===== src/rtl/muntjac_pkg.sv =====
// Shared core types: privilege, status, trap causes and interrupt bit layout.
// Also holds the interrupt priority order and the bit-to-cause mapping.
package muntjac_pkg;

  typedef enum logic [1:0] {
    PRIV_LVL_U = 2'b00,
    PRIV_LVL_S = 2'b01,
    PRIV_LVL_M = 2'b11
  } priv_lvl_e;

  typedef struct packed {
    logic sie;
    logic mie;
  } status_t;

  typedef enum logic [4:0] {
    EXC_CAUSE_INSN_ADDR_MISA = 5'h00,
    EXC_CAUSE_IRQ_SOFTWARE_S = 5'h11,
    EXC_CAUSE_IRQ_SOFTWARE_M = 5'h13,
    EXC_CAUSE_IRQ_TIMER_S    = 5'h15,
    EXC_CAUSE_IRQ_TIMER_M    = 5'h17,
    EXC_CAUSE_IRQ_EXTERNAL_S = 5'h19,
    EXC_CAUSE_IRQ_EXTERNAL_M = 5'h1B
  } exc_cause_e;

  localparam int unsigned CSR_SSIX_BIT = 1;
  localparam int unsigned CSR_MSIX_BIT = 3;
  localparam int unsigned CSR_STIX_BIT = 5;
  localparam int unsigned CSR_MTIX_BIT = 7;
  localparam int unsigned CSR_SEIX_BIT = 9;
  localparam int unsigned CSR_MEIX_BIT = 11;

  localparam logic [11:0] IRQ_M_MASK = 12'h888;

  // Highest priority first: MEI, MSI, MTI, SEI, SSI, STI
  localparam logic [3:0] IRQ_PRIO [6] = '{
    4'd11, 4'd3, 4'd7, 4'd9, 4'd1, 4'd5
  };

  function automatic exc_cause_e irq_cause(logic [3:0] idx);
    return exc_cause_e'({1'b1, idx});
  endfunction

endpackage


===== src/rtl/muntjac_irq_sync.sv =====
// N-stage asynchronous-reset flop synchroniser for one interrupt line.
// Output is the last stage; all stages clear on reset.
module muntjac_irq_sync #(
  parameter int unsigned Stages = 2
) (
  input  logic clk_i,
  input  logic rst_ni,
  input  logic d_i,
  output logic q_o
);

  logic [Stages-1:0] q_q;

  always_ff @(posedge clk_i or negedge rst_ni) begin
    if (!rst_ni) begin
      q_q <= '0;
    end else begin
      q_q <= {q_q[Stages-2:0], d_i};
    end
  end

  assign q_o = q_q[Stages-1];

endmodule


===== src/rtl/muntjac_irq_ctrl.sv =====
// Interrupt controller: builds mip, filters by enables/delegation/privilege
// and offers one prioritised cause to the pipeline via valid/ready.
module muntjac_irq_ctrl
  import muntjac_pkg::*;
#(
  parameter int unsigned SyncStages    = 2,
  parameter int unsigned HoldoffCycles = 2
) (
  input  logic       clk_i,
  input  logic       rst_ni,
  input  logic       irq_software_m_i,
  input  logic       irq_timer_m_i,
  input  logic       irq_external_m_i,
  input  logic       irq_external_s_i,
  input  logic [2:0] mip_sw_i,
  input  logic [11:0] mie_i,
  input  logic [11:0] mideleg_i,
  input  status_t    status_i,
  input  priv_lvl_e  prv_i,
  output logic [11:0] mip_o,
  output logic       irq_valid_o,
  input  logic       irq_ready_i,
  output exc_cause_e irq_cause_o,
  output logic       irq_to_s_o,
  output logic       wake_o
);

  typedef enum logic [1:0] {
    IDLE,
    OFFER,
    HOLDOFF
  } state_e;

  logic [3:0] async_d;
  logic [3:0] async_s;

  assign async_d = {irq_external_s_i, irq_external_m_i,
                    irq_timer_m_i, irq_software_m_i};

  for (genvar g = 0; g < 4; g++) begin : g_sync
    muntjac_irq_sync #(
      .Stages (SyncStages)
    ) u_sync (
      .clk_i  (clk_i),
      .rst_ni (rst_ni),
      .d_i    (async_d[g]),
      .q_o    (async_s[g])
    );
  end

  logic [11:0] mip_d, mip_q;
  logic        wake_q;

  always_comb begin
    mip_d = '0;
    mip_d[CSR_MSIX_BIT] = async_s[0];
    mip_d[CSR_MTIX_BIT] = async_s[1];
    mip_d[CSR_MEIX_BIT] = async_s[2];
    mip_d[CSR_SEIX_BIT] = async_s[3] | mip_sw_i[2];
    mip_d[CSR_STIX_BIT] = mip_sw_i[1];
    mip_d[CSR_SSIX_BIT] = mip_sw_i[0];
  end

  always_ff @(posedge clk_i or negedge rst_ni) begin
    if (!rst_ni) begin
      mip_q  <= '0;
      wake_q <= 1'b0;
    end else begin
      mip_q  <= mip_d;
      wake_q <= |(mip_q & mie_i);
    end
  end

  logic [11:0] deleg;
  logic [11:0] elig;
  logic        m_en, s_en, any;
  logic [3:0]  sel;

  assign deleg = mideleg_i & ~IRQ_M_MASK;
  assign m_en  = (prv_i != PRIV_LVL_M) || status_i.mie;
  assign s_en  = (prv_i == PRIV_LVL_U) ||
                 ((prv_i == PRIV_LVL_S) && status_i.sie);
  assign elig  = mip_q & mie_i &
                 ((~deleg & {12{m_en}}) | (deleg & {12{s_en}}));
  assign any   = |elig;

  // Walk lowest to highest so the highest-priority hit wins
  always_comb begin
    sel = '0;
    for (int i = 5; i >= 0; i--) begin
      if (elig[IRQ_PRIO[i]]) sel = IRQ_PRIO[i];
    end
  end

  state_e     state_q;
  logic       valid_q, to_s_q;
  exc_cause_e cause_q;
  logic [3:0] idx_q;
  logic [2:0] cnt_q;

  always_ff @(posedge clk_i or negedge rst_ni) begin
    if (!rst_ni) begin
      state_q <= IDLE;
      valid_q <= 1'b0;
      cause_q <= EXC_CAUSE_INSN_ADDR_MISA;
      to_s_q  <= 1'b0;
      idx_q   <= '0;
      cnt_q   <= '0;
    end else begin
      unique case (state_q)
        IDLE: begin
          if (any) begin
            cause_q <= irq_cause(sel);
            to_s_q  <= deleg[sel];
            idx_q   <= sel;
            valid_q <= 1'b1;
            state_q <= OFFER;
          end
        end
        OFFER: begin
          if (irq_ready_i) begin
            valid_q <= 1'b0;
            cnt_q   <= 3'(HoldoffCycles - 1);
            state_q <= HOLDOFF;
          end else if (!elig[idx_q]) begin
            valid_q <= 1'b0;
            state_q <= IDLE;
          end
        end
        HOLDOFF: begin
          if (cnt_q == '0) state_q <= IDLE;
          else cnt_q <= cnt_q - 3'd1;
        end
        default: state_q <= IDLE;
      endcase
    end
  end

  assign mip_o       = mip_q;
  assign wake_o      = wake_q;
  assign irq_valid_o = valid_q;
  assign irq_cause_o = cause_q;
  assign irq_to_s_o  = to_s_q;

endmodule


===== config.mk =====
export PLATFORM = sky130hd
export DESIGN_NAME = muntjac_irq_ctrl
export DESIGN_NICKNAME = d
export VERILOG_FILES = /design/src/rtl/muntjac_pkg.sv /design/src/rtl/muntjac_irq_sync.sv /design/src/rtl/muntjac_irq_ctrl.sv
export SDC_FILE = /design/constraint.sdc
export NUM_CORES = 1
export LEC_CHECK = 0
export CAP_MARGIN = 20
export CORE_UTILIZATION = 31
export DETAILED_ROUTE_END_ITERATION = 8
export GPL_ROUTABILITY_DRIVEN = 0
export PLACE_DENSITY = 0.63
export SLEW_MARGIN = 20
export SYNTH_ARGS = -nofsm -noshare
export SYNTH_HDL_FRONTEND = slang
export SYNTH_HIERARCHICAL = 1
export SYNTH_SLANG_ARGS = --single-unit

===== constraint.sdc =====
create_clock -name clk_i -period 2.05 [get_ports clk_i]
set_input_delay 0.41 -clock clk_i [delete_from_list [all_inputs] [get_ports clk_i]]
set_output_delay 0.41 -clock clk_i [all_outputs]
set_load 0.03 [all_outputs]

==> impl_metrics.ini <==
[floorplan]
die_h_um = 67.5
die_area_um2 = 4560
initial_utilization_pct = 32.8
dieWidth_um = 67.5
io_pins = 58
rows = 23
design.core.area_um2 = 4060

[setup_path]
crit_end = irq_cause_o[3]
path_class = input pin to flip-flop
worstRegToRegCells = 5
regToRegSetupSlack_ns = 0.33
worst-path-max-fanout = 3
cp.required_ns = 2.21
worstReg2RegStart = mip_o[9]
setup.worst_path.start = prv_i[0]
r2r-end = irq_cause_o[1]
arrival_ns = 2.15
start_kind = input pin
category_of_the_worst_setup_path_capture_point = flip-flop

[detailed_routing]
route.antenna.remaining_nets = 0
drt-initial-drc-count = 52
routed_via_density = 4.95
dr_total_vias = 1138
number_of_detailed_routing_iterations_run_before_antenna_repair = 4
drc_errors = 0
wl_per_cell_um = 13.7
total_detailed_routing_wirelength_um = 3160

[sta]
timing.final.crit_share_pct = 97.2
timing.final.crit_period_ns = 1.99
finalClockSkew_ns = 0.00689
grt_setup_unrepaired = true
finalSetupViolCount = 0
slew_viol_final = 0
final-hold-violation-count = 0
final.hold.worst_slack_ns = 0.352
setup_total_negative_slack_ns = 0
achievable-frequency_mhz = 502
setup_ws_ns = 0.0578

[synthesis]
synth_edf_count = 0
synth_cell_types = 46
yosys_warnings = 6
synth_top_flop_cell = dfrtp_1
synthCells = 121
fraction_of_synthesis_flops_using_an_asynchronous_set_or_reset_pin_pct = 100
seq_area_frac_synth_pct = 50.8
synth.largest_area_cell = dfrtp_1
syn_area_per_cell_um2 = 11.0
cell_types_occupying_the_most_area_after_synthesis = dfrtp_1 (51%), buf_4 (3.4%), nor2b_1 (2.8%), nand2_1 (2.5%), o21ai_0 (2.3%)
mappedNetlistArea_um2 = 1330
ys_ff_latch = 27
share_of_the_synthesized_area_in_the_top_cell_type_pct = 50.8

[finish]
final.fill_count = 394
area.growth.synth_to_final_pct = 44.6
final_nets = 221
final-instance-count-excl-fill = 230
insertedDiodeCount = 0
layout-drive-gt1-share_pct = 20.0

[cts]
tritoncts = done
clock_tree.root_cell = clkbuf_8
max-clock-path-buffers = 2
clk_pin_slew_ns = 0.09
tritoncts.num_buffers = 3
htree_levels = 1
post_cts_hold_buffer_count = 0
clkLatencyLatePin_ns = 0.27
cts_setup_buffers = 0
cts_sinks = 27

[power_and_ir_drop]
power_density_nw_per_um2 = 942
power.static_leakage_nw = 0.816
peakVddDrop_mv = 0.463

[grt]
grt-ovfl-total = 0
pin_count_of_the_biggest_net_entering_global_routing = 28
grt_pass1_wl_um = 5360
grt_pass1_vias = 1214
grt_use_total_pct = 15.5
grt_antenna_before_repair = 0

[placed_design]
half_perimeter_wire_length_after_detailed_placement_um = 2480
place.detailed.instances = 226
total_of_buffers_placed_on_input_and_output_ports = 36
pre_cts_ws_ns = -0.236

[run_status]
outcome = finished, final reports clean

[hold_path]
worstHoldPathType = flip-flop to flip-flop

[job]
max-cap-violations = 0
metrics by stage:
stage	total power, mW	utilization, %	area [um^2]
2_1_floorplan	1.22	-	1350
4_1_cts	1.82	47.4	1920
6_report	1.81	47.5	1930
5_1_grt	1.93	47.5	1930
3_5_place_dp	1.53	46.3	1880
3_3_place_gp	1.49	46.3	1880
cell type report:
cell class / instances / area [um^2] / share of cell area, %
flip-flops and latches: 27 / 676 / 35.1
repair buffers: 58 / 526 / 27.3
multi-input cells: 86 / 598 / 31.1
well taps: 50 / 62.6 / 3.25
clock buffers: 4 / 45.0 / 2.34
inverters: 5 / 18.8 / 0.975
layout by cell type, fill, tap and decap left out, drive strengths merged, types with 2 or more instances in the layout:
cell type	n
nand3b	3
nor2	5
o21ai	7
a21o	3
nor2b	6
clkdlybuf4s50	36
ha	2
buf	22
a311oi	3
nand2	9
nand2b	3
nand4	2
a22o	2
or2	2
a21oi	5
o211ai	2
clkbuf	4
inv	5
dfrtp	27
nand3	3
and2	2
mux2	2
conb	6
nor3	3
layer usage:
metal,global-route usage [%],part of all wire [%]
met4,4.79,0.51
met2,25.6,49
met1,20.7,46
met3,2.53,4.7
met5,0,0
how the worst min path moves through the flow:
stage                                    to  slack, ns  depth (start not counted)                    start
floorplan                          cnt_q[0]       0.11                          0                   rst_ni
global placement    g_sync[0].u_sync/q_q[1]       0.33                          0  g_sync[0].u_sync/q_q[0]
detailed placement  g_sync[3].u_sync/q_q[1]       0.33                          0  g_sync[3].u_sync/q_q[0]
CTS                 g_sync[3].u_sync/q_q[1]       0.35                          0  g_sync[3].u_sync/q_q[0]
global route                       mip_o[7]       0.36                          0  g_sync[1].u_sync/q_q[1]
finish                             mip_o[7]       0.35                          0  g_sync[1].u_sync/q_q[1]
logic make-up (layout without fill, tap and decap cells):
| family | after synthesis | count (layout) | share of synthesized area [%] |
|---|---|---|---|
| other cells | 1 | 6 | 0.282 |
| buf+inv | 13 | 67 | 5.92 |
| flops | 27 | 27 | 50.8 |
| mux | 3 | 3 | 2.73 |
| simple gates | 41 | 41 | 17.3 |
| compound gates | 34 | 34 | 21.1 |
| fa+ha+maj | 2 | 2 | 1.88 |
Yosys cell counts, drive strengths merged, types with 2 or more instances:
cell type  count
nor3           3
ha             2
a21o           3
a311oi         3
nand2b         3
or2            2
and2           2
o211ai         2
nand3b         3
nand2          9
buf            7
a21oi          5
a22o           2
nand4          2
nor2b          6
mux2           2
inv            5
dfrtp         27
o21ai          7
nand3          3
nor2           5
sequential cells by signal, indices dropped and copies added (netlist names):
register,flops
wake_o,1
irq_to_s_o,1
g_sync.u_sync/q_q,8
mip_o,6
state_q,2
irq_valid_o,1
irq_cause_o,5
cnt_q,3
power breakdown:
| part | total [mW] | switching [mW] | internal, mW |
|---|---|---|---|
| clock network | 0.294 | 0.156 | 0.139 |
| logic | 0.769 | 0.396 | 0.373 |
| registers | 0.751 | 0.120 | 0.631 |
repair_timing:
item	CTS	global route
endpoints found under the setup margin	0	1
resized for setup	0	1
endpoints found under the hold margin	0	0
critical path: stages:
cell and delay, ns:
clkdlybuf4s50_1 0.50, nor2b_1 0.23, nor2_1 0.14, a311oi_4 0.38, a311oi_2 0.18, mux2_4 0.32
(Power assumes the default switching activity.)
